[src/rtl/kolibri_bus_pkg.sv]
// Shared Kolibri bus definitions: wait-stretch FSM states and default stretch limits.
package kolibri_bus_pkg;

   typedef enum logic [1:0] {
      StIdle,
      StStretch,
      StHold,
      StRelease
   } wait_state_e;

   localparam int unsigned MIN_WAIT_DEF = 24;
   localparam int unsigned TIMEOUT_DEF  = 480;
   localparam int unsigned MIN_CNT_W    = 8;
   localparam int unsigned TO_CNT_W     = 10;

endpackage

[src/rtl/edge_sync.sv]
// Registers one input once and reports rise/fall of the registered copy against a
// one-cycle-delayed copy. Both flops reset high, matching the idle level of the bus strobes.
module edge_sync (
   input  logic clk_i,
   input  logic rst_ni,
   input  logic d_i,
   output logic q_o,
   output logic rise_o,
   output logic fall_o
);

   logic q_q, q_d;
   logic dly_q, dly_d;

   always_comb begin
      q_d   = d_i;
      dly_d = q_q;
   end

   always_ff @(posedge clk_i or negedge rst_ni) begin
      if (!rst_ni) begin
         q_q   <= 1'b1;
         dly_q <= 1'b1;
      end else begin
         q_q   <= q_d;
         dly_q <= dly_d;
      end
   end

   assign q_o    = q_q;
   assign rise_o = q_q & ~dly_q;
   assign fall_o = ~q_q & dly_q;

endmodule

[src/rtl/wait_gen.sv]
// V9958 access wait generator: stretches the 6309 E phase via nWAIT until the VDP is ready.
// Define WAIT_TIMEOUT_EN to add the forced-release timeout counter and sticky TIMEOUT_FLAG.
module wait_gen
   import kolibri_bus_pkg::*;
#(
   parameter int unsigned MIN_WAIT = MIN_WAIT_DEF,
   parameter int unsigned TIMEOUT  = TIMEOUT_DEF
) (
   input  logic MHZ48,
   input  logic nRESET,
   input  logic nE,
   input  logic nVDPCS,
   input  logic nVDPRDY,
   output logic nWAIT,
   output logic BUSY,
   output logic TIMEOUT_FLAG,
   input  logic TO_CLR
);

   localparam logic [MIN_CNT_W-1:0] MinLoad = MIN_CNT_W'(MIN_WAIT - 1);

   logic ne_q, e_rise, e_fall;
   logic cs_q, cs_rise, cs_fall;
   logic rdy_q, rdy_rise, rdy_fall;

   edge_sync u_sync_ne (
      .clk_i  (MHZ48),
      .rst_ni (nRESET),
      .d_i    (nE),
      .q_o    (ne_q),
      .rise_o (e_rise),
      .fall_o (e_fall)
   );

   edge_sync u_sync_cs (
      .clk_i  (MHZ48),
      .rst_ni (nRESET),
      .d_i    (nVDPCS),
      .q_o    (cs_q),
      .rise_o (cs_rise),
      .fall_o (cs_fall)
   );

   edge_sync u_sync_rdy (
      .clk_i  (MHZ48),
      .rst_ni (nRESET),
      .d_i    (nVDPRDY),
      .q_o    (rdy_q),
      .rise_o (rdy_rise),
      .fall_o (rdy_fall)
   );

   logic unused_sync;
   assign unused_sync = ^{ne_q, cs_rise, cs_fall, rdy_rise, rdy_fall};

   wait_state_e          state_q, state_d;
   logic [MIN_CNT_W-1:0] min_q, min_d, min_dec;
   logic                 nwait_q, nwait_d;
   logic                 busy_q, busy_d;
   logic                 to_load, to_run, to_set, to_expired;

   always_comb begin
      state_d = state_q;
      min_d   = min_q;
      nwait_d = nwait_q;
      busy_d  = busy_q;
      to_load = 1'b0;
      to_run  = 1'b0;
      to_set  = 1'b0;
      min_dec = (min_q == '0) ? '0 : min_q - MIN_CNT_W'(1);

      case (state_q)
         StIdle: begin
            if (e_fall && !cs_q) begin
               state_d = StStretch;
               min_d   = MinLoad;
               to_load = 1'b1;
               nwait_d = 1'b0;
               busy_d  = 1'b1;
            end
         end
         StStretch: begin
            min_d  = min_dec;
            to_run = 1'b1;
            // An E rise here means the CPU ended the cycle without us: abort.
            if (e_rise) begin
               state_d = StIdle;
               nwait_d = 1'b1;
               busy_d  = 1'b0;
            end else if (min_dec == '0) begin
               state_d = StHold;
            end
         end
         StHold: begin
            to_run = 1'b1;
            if (e_rise) begin
               state_d = StIdle;
               nwait_d = 1'b1;
               busy_d  = 1'b0;
            end else if (rdy_q) begin
               state_d = StRelease;
               nwait_d = 1'b1;
            end else if (to_expired) begin
               state_d = StRelease;
               nwait_d = 1'b1;
               to_set  = 1'b1;
            end
         end
         StRelease: begin
            if (e_rise) begin
               state_d = StIdle;
               busy_d  = 1'b0;
            end
         end
         default: state_d = StIdle;
      endcase
   end

   always_ff @(posedge MHZ48 or negedge nRESET) begin
      if (!nRESET) begin
         state_q <= StIdle;
         min_q   <= '0;
         nwait_q <= 1'b1;
         busy_q  <= 1'b0;
      end else begin
         state_q <= state_d;
         min_q   <= min_d;
         nwait_q <= nwait_d;
         busy_q  <= busy_d;
      end
   end

   assign nWAIT = nwait_q;
   assign BUSY  = busy_q;

`ifdef WAIT_TIMEOUT_EN
   logic [TO_CNT_W-1:0] to_q, to_d;
   logic                flag_q, flag_d;

   always_comb begin
      to_d = to_q;
      if (to_load) begin
         to_d = TO_CNT_W'(TIMEOUT - 1);
      end else if (to_run && (to_q != '0)) begin
         to_d = to_q - TO_CNT_W'(1);
      end
      // A set on the same edge as a clear wins.
      flag_d = to_set ? 1'b1 : (TO_CLR ? 1'b0 : flag_q);
   end

   always_ff @(posedge MHZ48 or negedge nRESET) begin
      if (!nRESET) begin
         to_q   <= '0;
         flag_q <= 1'b0;
      end else begin
         to_q   <= to_d;
         flag_q <= flag_d;
      end
   end

   assign to_expired   = (to_q == '0);
   assign TIMEOUT_FLAG = flag_q;
`else
   logic unused_to;
   assign unused_to    = ^{TO_CLR, to_load, to_run, to_set};
   assign to_expired   = 1'b0;
   assign TIMEOUT_FLAG = 1'b0;
`endif

endmodule

[config.mk]
export PLATFORM = sky130hd
export DESIGN_NAME = wait_gen
export DESIGN_NICKNAME = d
export VERILOG_FILES = /design/src/rtl/kolibri_bus_pkg.sv /design/src/rtl/edge_sync.sv /design/src/rtl/wait_gen.sv
export SDC_FILE = /design/constraint.sdc
export NUM_CORES = 1
export LEC_CHECK = 0
export CORE_MARGIN = 5
export CORE_UTILIZATION = 63
export CTS_BUF_LIST = sky130_fd_sc_hd__clkbuf_8
export DETAILED_ROUTE_END_ITERATION = 8
export HOLD_SLACK_MARGIN = 0.12
export PLACE_DENSITY = 0.86
export SLEW_MARGIN = 20
export SYNTH_ARGS = -nofsm -noshare
export SYNTH_HDL_FRONTEND = slang
export SYNTH_SLANG_ARGS = --single-unit
[constraint.sdc]
create_clock -name MHZ48 -period 4.3 [get_ports MHZ48]
set_input_delay 0.86 -clock MHZ48 [delete_from_list [all_inputs] [get_ports MHZ48]]
set_output_delay 0.86 -clock MHZ48 [all_outputs]
set_load 0.02 [all_outputs]
Word-level counts from Yosys, hierarchy flattened:

Index checks and enable logic that the tools add are counted.

* bits in registers: 16
* bits of input ports: 6
* word-level logic and storage cells: 52

* add/subtract/negate cells: 1
* equal/unequal tests: 9
* muxes and demuxes: 18
* bitwise operators: 4
* reduce and logical (&&, ||, !) cells: 12

Operators by type and width (number)
* $logic_not 8->1: 2
* $mux 8: 2
* $pmux 8 s2: 1
* $mux 2: 6
* $pmux 2 s4: 1
* $reduce_and 4->1: 2
* $sub 8x1->8 const B: 1
* $mux 1: 6
* $ne 2x2->1 const B: 3
* $eq 2x2->1 const B: 2
* $reduce_and 2->1: 2
* $ne 3x2->1 const B: 1
* $ne 3x3->1 const B: 1
* $pmux 1 s3: 1
* $reduce_bool 3->1: 1
* $reduce_or 3->1: 1
* $and 1x1->1: 2
* $eq 2x1->1 const B: 1
* $logic_not 2->1: 1
* $ne 2x1->1 const B: 1
* $not 1->1: 2
* $pmux 1 s2: 1
* $reduce_bool 2->1: 1
* $logic_and 1x1->1: 1
* $logic_not 1->1: 1

Depth between registers and ports, before layout:

Gate-level depths: netlist of run 1.

* depth in word-level cells: 6
* gate-level depth with buffers: 8
* mapped depth without buffers: 7

Modules after synthesis:

A second synthesis of run 1 with hierarchy kept.

* cell total of the unflattened synthesis: 119
* area total of the unflattened synthesis: 1138.6 µm²

By module, submodules not included
* wait_gen: times used 1, cells an instance 107, area each 935.9 µm²
* edge_sync: times used 3, cells an instance 4, area each 67.6 µm²

Least setup slack after synthesis of run 1:

No wires, ideal clock.

* kind: register to register
* from: reg min_q[0]
* to: reg state_q[1]
* data arrival time: 2.073 ns
* required time: 4.173 ns
* setup slack: 2.099 ns
* cell stages (with the launch flop): 8
* path buffers: 0
* clock period less this slack: 2.201 ns
* cell sequence: dfrtp_1 -> inv_1 -> ha_1 -> or4b_4 -> a21oi_1 -> a211oi_1 -> o41ai_2 -> mux2_1

* cells in the longest elaborated chain, start to end: 5
* elaborated cells on any way between the ends: 6
* classes of those cells: 1 x add/sub; 1 x eq/ne; 1 x mux; 3 x reduce/logical

RTL lines
* start, declared: line wait_gen.sv:57 `logic [MIN_CNT_W-1:0] min_q, min_d, min_dec;`
* start signal, assigned: line wait_gen.sv:127 `min_q <= min_d;`
* $sub 8x1->8 / $logic_not 8->1 (equally long branches): line wait_gen.sv:70 `min_dec = (min_q == '0) ? '0 : min_q - MIN_CNT_W'(1);`
* $mux 8 (*): line wait_gen.sv:70
* $logic_not 8->1 (*): line wait_gen.sv:90 `end else if (min_dec == '0) begin`
* $ne 3x3->1 (no source line) (*)
* $reduce_and 4->1 (no source line) (*)
* end signal, assigned: line wait_gen.sv:121 `state_q <= StIdle;`
* end signal, assigned: line wait_gen.sv:126 `state_q <= state_d;`
* end, declared: line wait_gen.sv:56 `wait_state_e state_q, state_d;`

Every way passes the cells marked *; elsewhere a longest branch is shown, timed or not.
A chain may end at the register's enable or synchronous reset.

Worst setup path after layout of run 1:

Ends and elaborated chain as after synthesis.

==> out/metrics.cfg, run 1 <==
[place]
portbufs = 6
routabilityCongestion = 0.8540
detailed_place_hpwl_um = 1417
dp_slack_ps = 1879

[finish]
most_frequent_standard_cell_in_the_layout_excluding_fill_and_tap_cells = nor2_1
area_growth_pct = 11.27
drive_gt1_share_pct = 12.61
final_cell_mix = nor2_1 (13), dfrtp_1 (11), inv_1 (7)
antenna-diode-count = 0
nFillCells = 115
fin_nets = 124

[clocking]
tritoncts_num_sinks = 16
clock_insertion_delay_worst_skew_ps = 250
cts.root.buffer_cell = clkbuf_8
cts_max_level = 1
post_cts_hold_buffer_count = 0
clk_path_buf_depth = 2
path_clk_slew_ps = 60
cts_setup_buffers = 0
cts_tree = done
cts-buffers-inserted = 3
cts.repair.resized = 0

[sta]
timing.final.crit_period_ps = 2469
max_slew_margin_pct = 50.44
finalCritPeriodShare_pct = 57.41
slew_viol_final = 0
timing.final.setup_violations = 0
setup_ws_ps = 1831
timing_worst_slew_pin_value_ps = 741.0
max_clock_freq_mhz = 405.1
setup_total_negative_slack_ps = 0
grt_setup_unrepaired = false
timing.final.hold_violations = 0
worst_hold_slack_ps = 379.6
timing.clock.skew_ps = 4.627

[detailed_routing]
route.detailed.wl_per_inst_um = 15.57
via_per_inst = 6.362
drtAntennaViolNets = 0
routed-via-count = 808
drt-total-wl_um = 1977
detail_route.iter0.violations = 16
drcViolationCount = 0
detail_route.first_pass.iterations = 4

[logic_synthesis]
cells_after_synth = 104
synthDominantCellAreaShare_pct = 28.17
netlist_area_um2 = 977.2
avgSynthCellArea_um2 = 9.396
synth.area.top_cells = dfrtp_1 (28%), dfstp_2 (13%), ha_1 (7.7%)
postSynthRegisterBits = 16
post_synth_num_cell_types = 36
synthesis.nets = 116
synth_top_cell_by_area = dfrtp_1
synth_warnings = 0
ys_seq_area_share_pct = 41.61

[critical_path]
crit_type = flop to flop
crit_path_start = min_q[0]$_DFFE_PN0P_
critical-path-max-stage-delay_ps = 480
timing.reg2reg.setup_slack_ps = 1830
worst_setup_path_endpoint = state_q[1]$_DFFE_PN0P_
worst_path_max_delay_cell = or4b_4
crit_path_start_kind = flop
cp.arrival_ps = 2600
critical_path.max_fanout = 7
critical_path.reg2reg.endpoint = state_q[1]$_DFFE_PN0P_
r2r_start = min_q[0]$_DFFE_PN0P_
critical_path_data_required_time_ps = 4430
critical_path.cell_chain = inv_1 > ha_1 > or4b_4 > nor2_1 > a41oi_1 > o41ai_2 > mux2_1
critical_path.endpoint_type = flop
timing.reg2reg.worst_path_depth = 7

[grt]
grt_pass1_wl_um = 3415
grt_max_degree = 17
grt_use_total_pct = 17.78
grt_remaining_overflow = 0
first_global_vias = 802
grt_antenna_before_repair = 0

[pwr]
switching_power_w = 0.0003019
share_clk_of_total_power_pct = 15.9
intPower_w = 0.0004088
net_switching_share_of_the_total_power_pct = 42.48
leakagePower_nw = 0.4572
combPwrFrac_pct = 48.8
vdd_drop_max_uv = 381.3
pwr_density_cell_nw_per_um2 = 653.6
pwr-share-seq_pct = 35.2

[flow_run]
maxCapViolCount = 0

[floorplanning]
die_w_um = 49.39
rows = 14
initial_utilization_pct = 65.63
die_y_um = 49.39
die_ar_um2 = 2439
top_level_ports = 9
core_area_um2 = 1489

[outcome]
outcome = finished, final reports clean

[hold_path]
worst_hold_path_type = flop to flop

## worst max-delay path: cells and delay by family, from the launching register on
| kind | cells | cell delay [ps] |
|---|---|---|
| AOI/OAI and AO/OA | 2 | 470 |
| and+or+nand+nor | 2 | 740 |
| muxes | 1 | 360 |
| adders and majority gates | 1 | 170 |
| DFF | 1 | 460 |
| buffers and inverters | 1 | 130 |
## cells by family after synthesis
logic type | count (synthesis) | synth area share, %
AO/OA/AOI/OAI | 26 | 17.42
multiplexers | 6 | 6.658
AND/OR/NAND/NOR | 37 | 20.23
other | 1 | 0.3838
buffers and inverters | 10 | 4.225
flip-flops | 16 | 41.61
XOR/XNOR | 2 | 1.793
adder cells (fa/ha/maj) | 6 | 7.682
## worst min-delay path by stage
| stage | start | end | slack (ps) | depth (start not counted) |
|---|---|---|---|---|
| finish | u_sync_ne.q_o$_DFF_PN1_ | u_sync_ne.dly_q$_DFF_PN1_ | 380 | 0 |
| global route | u_sync_ne.q_o$_DFF_PN1_ | u_sync_ne.dly_q$_DFF_PN1_ | 390 | 0 |
| CTS | u_sync_ne.q_o$_DFF_PN1_ | u_sync_ne.dly_q$_DFF_PN1_ | 380 | 0 |
| detailed placement | u_sync_ne.q_o$_DFF_PN1_ | u_sync_ne.dly_q$_DFF_PN1_ | 380 | 0 |
| global placement | u_sync_ne.q_o$_DFF_PN1_ | u_sync_ne.dly_q$_DFF_PN1_ | 370 | 0 |
| floorplan | u_sync_ne.q_o$_DFF_PN1_ | u_sync_ne.dly_q$_DFF_PN1_ | 370 | 0 |
## synthesized netlist by cell type, drive strengths merged
library cell   n
nor2          13
dfrtp         11
o21ai          8
inv            7
a21oi          6
ha             6
dfstp          5
nand2          5
mux2           4
nand2b         4
nor3           4
nand3          3
o22ai          3
a31oi          2
clkbuf         2
mux2i          2
o2bb2ai        2
or4b           2
xnor2          2
a211oi         1
a32o           1
a41oi          1
buf            1
conb           1
nor2b          1
nor3b          1
nor4           1
o22a           1
o41ai          1
or2            1
or3            1
or3b           1
## sequential cells by signal (all words and copies together) (netlist names)
signal           flops
u_sync_rdy.q_o       1
u_sync_cs.q_o        1
u_sync_ne.dly_q      1
min_q                8
u_sync_ne.q_o        1
nWAIT                1
state_q              2
BUSY                 1
## power by group through the flow
stage                     Combinational, W  Clock, W  Sequential [W]
final                             0.000347  0.000113        0.000250
after global routing              0.000387  0.000125        0.000259
after CTS                         0.000347  0.000114        0.000250
after detailed placement          0.000336         0        0.000252
after global placement            0.000326         0        0.000247
after floorplan                   0.000249         0        0.000249
## metal layers
metal	vias up	wire, µm	GRT usage, %
li1	383	-	-
met1	400	838	20.11
met2	16	1007	31.12
met3	9	71	3.364
met4	0	61	9.170
met5	-	0	0
## through the flow
stage                     instance area [µm²]  cells  power (W)  utilization, %
after floorplan                         977.2    104  0.0004984               -
after global placement                   1042    123  0.0005733           70.00
after detailed placement                 1042    123  0.0005881           70.00
after CTS                                1087    127  0.0007108           73.03
after global routing                     1087    127  0.0007709           73.03
final                                    1087    127  0.0007107           73.03
## area by class of cell
cell class | count | area [µm²] | share of cell area, %
clock buffers | 3 | 41.29 | 3.797
clock inverters | 1 | 3.754 | 0.3452
inverters | 7 | 26.28 | 2.417
multi-input cells | 78 | 529.3 | 48.68
flip-flops and latches | 16 | 406.6 | 37.40
well taps | 16 | 20.02 | 1.841
repair buffers | 6 | 60.06 | 5.524
No activity file was read; power rests on OpenSTA's default activity.
==> run 2: changes to the inputs <==
--- a/config.mk
+++ b/config.mk
@@ -6,11 +6,11 @@
 export NUM_CORES = 1
 export LEC_CHECK = 0
 export CORE_MARGIN = 5
-export CORE_UTILIZATION = 63
+export CORE_UTILIZATION = 58
 export CTS_BUF_LIST = sky130_fd_sc_hd__clkbuf_8
 export DETAILED_ROUTE_END_ITERATION = 8
 export HOLD_SLACK_MARGIN = 0.12
-export PLACE_DENSITY = 0.86
+export PLACE_DENSITY = 0.8
 export SLEW_MARGIN = 20
 export SYNTH_ARGS = -nofsm -noshare
 export SYNTH_HDL_FRONTEND = slang
==> constraint.sdc (replaced) <==
create_clock -name MHZ48 -period 2.3 [get_ports MHZ48]
set_input_delay 0.46 -clock MHZ48 [delete_from_list [all_inputs] [get_ports MHZ48]]
set_output_delay 0.46 -clock MHZ48 [all_outputs]
set_load 0.02 [all_outputs]
==> out/metrics.cfg, run 2 (synthesis gave the netlist of run 1 again) <==
[grt]
grt_remaining_overflow = 0  ; unchanged
grt_antenna_before_repair = 0  ; unchanged
grt_max_degree = 17  ; unchanged
grt_use_total_pct = 17.74  ; -0.040 points
grt_pass1_wl_um = 3477  ; +1.8%
first_global_vias = 824  ; +2.7%

[sta]
max_clock_freq_mhz = 453.5  ; +12%
timing.clock.skew_ps = 0.5860  ; -4.041 ps
timing.final.crit_period_ps = 2205  ; -263.5 ps
timing.final.hold_violations = 0  ; unchanged
finalCritPeriodShare_pct = 95.87  ; +38 points
timing_worst_slew_pin_value_ps = 697.4  ; -43.65 ps
setup_ws_ps = 94.97  ; -1736 ps
timing.final.setup_violations = 0  ; unchanged
max_slew_margin_pct = 53.36  ; +2.9 points
setup_total_negative_slack_ps = 0  ; unchanged
slew_viol_final = 0  ; unchanged

[hold_path]
worst_hold_path_type = flop to flop
worst_hold_path.num_cells = 0  ; unchanged
min-delay-start = u_sync_ne.q_o$_DFF_PN1_
whs_endpoint = u_sync_ne.dly_q$_DFF_PN1_

[floorplanning]
top_level_ports = 9  ; unchanged
initial_utilization_pct = 62.68  ; -2.9 points
die_ar_um2 = 2606  ; +6.8%
die_y_um = 51.05  ; +3.4%
die_w_um = 51.05  ; +3.4%
rows = 14  ; unchanged
core_area_um2 = 1559  ; +4.7%

[finish]
drive_gt1_share_pct = 23.53  ; +11 points
largest-register = min_q
area_growth_pct = 20.36
final_core_util_pct = 75.44  ; +2.4 points
final_cell_mix = nor2_1 (12), dfrtp_1 (11), buf_4 (8), clkdlybuf4s50_1 (6)
fin_nets = 132  ; +6.5%
antenna-diode-count = 0  ; unchanged
most_frequent_standard_cell_in_the_layout_excluding_fill_and_tap_cells = nor2_1
largest_register_ffs = 8  ; unchanged
largestRegisters = min_q: 8 flops, state_q: 2 flops
finished_layout_cell_area_um2 = 1176  ; +8.2%

[detailed_routing]
route.detailed.wl_per_inst_um = 14.95  ; -4.0%
routed-via-count = 826  ; +2.2%
drt-total-wl_um = 2018  ; +2.1%
drtAntennaViolNets = 0  ; unchanged
detail_route.first_pass.iterations = 4  ; unchanged
detail_route.iter0.violations = 28  ; +12
drcViolationCount = 0  ; unchanged
via_per_inst = 6.119  ; -3.8%

[clocking]
cts.root.buffer_cell = clkbuf_8
cts_max_level = 1  ; unchanged
path_clk_slew_ps = 60  ; about the same
clock_insertion_delay_worst_skew_ps = 240  ; about the same
cts-buffers-inserted = 3  ; unchanged
post_cts_hold_buffer_count = 0  ; unchanged
tritoncts_num_sinks = 16  ; unchanged
cts_tree = done
clk_path_buf_depth = 2  ; unchanged

[pwr]
vdd_drop_max_uv = 856.4  ; +120%
leakagePower_nw = 0.4933  ; +7.9%
pwr_density_cell_nw_per_um2 = 1236  ; +89%
totalPowerFinal_w = 0.001454  ; +100%

[place]
detailed_place_hpwl_um = 1457  ; +2.8%
dp_slack_ps = 46.11  ; -1833 ps
routabilityCongestion = 0.9047  ; +5.9%
placed_area_um2 = 1102  ; +5.8%
portbufs = 6  ; unchanged

[critical_path]
critical_path_data_required_time_ps = 2430  ; -2000 ps
timing.reg2reg.worst_path_depth = 7  ; unchanged
critical_path.endpoint_type = flop
crit_path_start_kind = flop
r2r_start = min_q[0]$_DFFE_PN0P_
crit_type = flop to flop
cp.arrival_ps = 2330  ; -270 ps
critical_path.max_fanout = 3  ; -4
critical_path.reg2reg.endpoint = state_q[1]$_DFFE_PN0P_
timing.reg2reg.setup_slack_ps = 90  ; -1740 ps

[outcome]
outcome = finished, final reports clean

[flow_run]
maxCapViolCount = 0  ; unchanged

-- run 2: cell count changes in the layout (fill, tap and decap cells not counted), sizes merged --
cell / before / now
inv: 8 / 7
buf: 0 / 8
clkbuf: 3 / 4
-- run 2: worst max-delay path by stage --
stage / start / to / slack, ps / cells past startpoint
4_1_cts: min_q[0]$_DFFE_PN0P_ / state_q[1]$_DFFE_PN0P_ / 30 / 7
3_3_place_gp: min_q[0]$_DFFE_PN0P_ / state_q[1]$_DFFE_PN0P_ / 100 / 7
5_1_grt: min_q[0]$_DFFE_PN0P_ / state_q[1]$_DFFE_PN0P_ / -4 / 7
3_5_place_dp: min_q[0]$_DFFE_PN0P_ / state_q[1]$_DFFE_PN0P_ / 50 / 7
2_1_floorplan: min_q[0]$_DFFE_PN0P_ / state_q[1]$_DFFE_PN0P_ / 100 / 7
6_report: min_q[0]$_DFFE_PN0P_ / state_q[1]$_DFFE_PN0P_ / 90 / 7
-- run 2: what timing repair did --
item	4_1_cts	5_1_grt
buffers inserted	0	0
resized for setup	0	6
endpoints found under the setup margin	0	2
-- run 2: per-layer routing --
layer	vias up	track usage [%]	share of wire (%)
met3	4	2.616	5.1
li1	403	-	-
met1	398	22.26	44
met5	-	0	0
met4	0	10.76	1.1
met2	21	28.76	50
-- run 2: layout make-up --
type / count / area (µm²)
fillers: 102 / 382.9
flip-flops and latches: 16 / 406.6
repair buffers: 14 / 120.1
clock buffers: 4 / 55.05
inverters: 7 / 26.28
multi-input cells: 78 / 548.0
well taps: 16 / 20.02
-- run 2: critical path, cell delays in order (launching register included) --
cell      delay, ps
dfrtp_1         390
inv_2           100
ha_4            140
or4b_4          490
a21oi_2         150
a211oi_1         70
o41ai_2         390
mux2_1          360
-- run 2: metrics by stage --
step / hold slack (ps) / cells
floorplan: 164.4 / 104
global placement: 370.7 / 131
detailed placement: 374.9 / 131
CTS: 384.5 / 135
global route: 396.9 / 135
finish: 384.4 / 135
-- run 2: where the power goes --
group	switching (W)	internal (W)
clock	0.0000907	0.000152
sequential	0.0000691	0.000372
combinational	0.000420	0.000350
==> run 3: changes to the inputs <==
--- a/config.mk
+++ b/config.mk
@@ -6,12 +6,13 @@
 export NUM_CORES = 1
 export LEC_CHECK = 0
 export CORE_MARGIN = 5
-export CORE_UTILIZATION = 58
+export CORE_UTILIZATION = 59
 export CTS_BUF_LIST = sky130_fd_sc_hd__clkbuf_8
 export DETAILED_ROUTE_END_ITERATION = 8
 export HOLD_SLACK_MARGIN = 0.12
-export PLACE_DENSITY = 0.8
+export PLACE_DENSITY = 0.81
 export SLEW_MARGIN = 20
 export SYNTH_ARGS = -nofsm -noshare
 export SYNTH_HDL_FRONTEND = slang
+export SYNTH_HIERARCHICAL = 1
 export SYNTH_SLANG_ARGS = --single-unit
==> out/metrics.cfg, run 3 <==
[detailed_routing]
met2_routed_length_um = 1154  ; +14%
routed-via-count = 896  ; +8.5%
drtAntennaViolNets = 0  ; unchanged
drt-total-wl_um = 2226  ; +10%
drcViolationCount = 0  ; unchanged
detail_route.first_pass.iterations = 4  ; unchanged
detail_route.iter0.violations = 18  ; -36%
route.detailed.wl_per_inst_um = 15.25  ; +2.0%
wl_met3_um = 88  ; -14%
route.top_layer_used = met4
drt-met1-wl_um = 932  ; +5.3%
via_per_inst = 6.137  ; +0.30%

[place]
portbufs = 6  ; unchanged
dp_cells = 142  ; +8.4%
detailed_place_hpwl_um = 1705  ; +17%
routabilityCongestion = 0.9030  ; -0.19%
placed_area_um2 = 1142  ; +3.6%

[critical_path]
r2r_start = min_q[0]$_DFFE_PN0P_
worst_path_max_delay_cell = nor4_1
cp.arrival_ps = 2220  ; -110 ps
timing.reg2reg.setup_slack_ps = 210  ; +110 ps
critical_path.max_fanout = 6  ; +3
critical_path.cell_chain = inv_1 > ha_1 > xor2_1 > nor4_1 > a211oi_1 > a41oi_1 > o211ai_1
critical-path-max-stage-delay_ps = 500  ; about the same
critical_path_data_required_time_ps = 2420  ; about the same
crit_path_start_kind = flop
critical_path.reg2reg.endpoint = state_q[1]$_DFFE_PN0P_
timing.reg2reg.worst_path_depth = 7  ; unchanged
crit_type = flop to flop
critical_path.endpoint_type = flop

[floorplanning]
die_y_um = 52.31  ; +2.5%
die_ar_um2 = 2736  ; +5.0%
initial_utilization_pct = 61.83  ; -0.85 points
core_area_um2 = 1708  ; +9.6%
die_w_um = 52.31  ; +2.5%
rows = 15  ; +1
top_level_ports = 9  ; unchanged

[finish]
largestRegisters = min_q: 8 flops, state_q: 2 flops
drive_gt1_share_pct = 16.53  ; -7.0 points
antenna-diode-count = 0  ; unchanged
finished_layout_cell_area_um2 = 1197  ; +1.8%
post_layout_nonfiller_instances = 146  ; +8.1%
largest-register = min_q
final_cell_mix = dfrtp_1 (11), inv_1 (8), a21oi_1 (8), nand2_1 (8), o21ai_0 (8)
most_frequent_standard_cell_in_the_layout_excluding_fill_and_tap_cells = dfrtp_1
fin_nets = 135  ; +2.3%
largest_register_ffs = 8  ; unchanged
area_growth_pct = 13.39

[logic_synthesis]
netlist_area_um2 = 1056  ; +8.1%
cells_after_synth = 113  ; +8.7%
synthesis.nets = 126  ; +8.6%
synth_warnings = 6  ; +6
avgSynthCellArea_um2 = 9.345  ; -0.54%

[hold_path]
min-delay-start = u_sync_ne/q_o$_DFF_PN1_
worst_hold_path.num_cells = 0  ; unchanged
whs_endpoint = u_sync_ne/dly_q$_DFF_PN1_
worst_hold_path_type = flop to flop

[sta]
timing.final.crit_period_ps = 2091  ; -113.7 ps
timing.final.setup_violations = 0  ; unchanged
setup_total_negative_slack_ps = 0  ; unchanged
timing_worst_slew_pin_value_ps = 746.3  ; +48.89 ps
timing.final.hold_violations = 0  ; unchanged
timing.clock.skew_ps = 6.855  ; +6.269 ps
slew_viol_final = 0  ; unchanged
finalCritPeriodShare_pct = 90.93  ; -4.9 points
grt_setup_unrepaired = false
max_slew_margin_pct = 49.72  ; -3.6 points
max_clock_freq_mhz = 478.2  ; +5.4%

[flow_run]
maxCapViolCount = 0  ; unchanged

[grt]
grt_pass1_wl_um = 3898  ; +12%
grt_remaining_overflow = 0  ; unchanged
first_global_vias = 883  ; +7.2%
grt_antenna_before_repair = 0  ; unchanged
grt_use_total_pct = 19.49  ; +1.7 points
grt_max_degree = 17  ; unchanged

[pwr]
pwr_density_cell_nw_per_um2 = 1085  ; -12%
vdd_drop_max_uv = 826.8  ; -3.5%
share_clk_of_total_power_pct = 19.3  ; +2.6 points
combPwrFrac_pct = 49.3  ; -3.7 points
pwr-share-seq_pct = 31.5  ; +1.1 points
intPower_w = 0.0007685  ; -12%
leakagePower_nw = 0.4845  ; -1.8%
net_switching_share_of_the_total_power_pct = 40.88  ; +0.97 points
switching_power_w = 0.0005313  ; -8.4%

[clocking]
cts_setup_buffers = 0  ; unchanged
clock_insertion_delay_worst_skew_ps = 250  ; about the same
path_clk_slew_ps = 70  ; about the same
cts.root.buffer_cell = clkbuf_8
tritoncts_num_sinks = 16  ; unchanged
cts.repair.resized = 0  ; unchanged
cts_tree = done
post_cts_hold_buffer_count = 0  ; unchanged
cts-buffers-inserted = 3  ; unchanged
cts_max_level = 1  ; unchanged
clk_path_buf_depth = 2  ; unchanged

[outcome]
outcome = finished, final reports clean

==> run 3: cell type report <==
cell class                      count  area, µm²
Multi-Input combinational cell     85      599.3
Fill cell                         136      510.5
Sequential cell                    16      406.6
Timing Repair Buffer                8      75.07
Clock buffer                        4      55.05
Tap cell                           25      31.28
Inverter                            8      30.03
==> run 3: how the worst max path moves through the flow <==
stage / to / cells past startpoint / from
5_1_grt: state_q[0]$_DFFE_PN0P_ / 7 / min_q[0]$_DFFE_PN0P_
6_report: state_q[1]$_DFFE_PN0P_ / 7 / min_q[0]$_DFFE_PN0P_
3_5_place_dp: state_q[0]$_DFFE_PN0P_ / 7 / min_q[0]$_DFFE_PN0P_
4_1_cts: state_q[1]$_DFFE_PN0P_ / 7 / min_q[0]$_DFFE_PN0P_
3_3_place_gp: state_q[0]$_DFFE_PN0P_ / 5 / min_q[4]$_DFFE_PN0P_
2_1_floorplan: state_q[0]$_DFFE_PN0P_ / 5 / min_q[4]$_DFFE_PN0P_
==> run 3: worst max-delay path, delay by kind of cell, from the launching register on <==
family          cells  cell delay [ps]
compound gates      3              470
xor+xnor            1              170
fa+ha+maj           1              290
buf+inv             1              100
flops               1              430
simple gates        1              500
==> run 3: metal layers <==
metal  GRT usage (%)  up-vias
met5               0        -
met4           8.936        0
met3           4.843       10
met2           34.50       28
met1           21.57      429
li1                -      429
==> run 3: power groups by stage <==
stage | logic [W] | registers [W] | clock network (W)
after floorplan | 0.000441 | 0.000418 | 0
after global placement | 0.000614 | 0.000409 | 0
after detailed placement | 0.000633 | 0.000413 | 0
after CTS | 0.000637 | 0.000408 | 0.000256
after global routing | 0.000708 | 0.000419 | 0.000272
final | 0.000640 | 0.000409 | 0.000250
==> run 3: per-stage QoR <==
stage               setup WS, ps  utilization (%)  hold WS (ps)  power (W)
finish                     208.6            70.11         376.3   0.001300
global route               27.96            70.11         386.1   0.001399
CTS                        221.0            70.11         378.1   0.001301
detailed placement         245.0            66.89         369.7   0.001046
global placement           323.6            66.89         359.3   0.001023
floorplan                  518.3                -         164.4  0.0008596
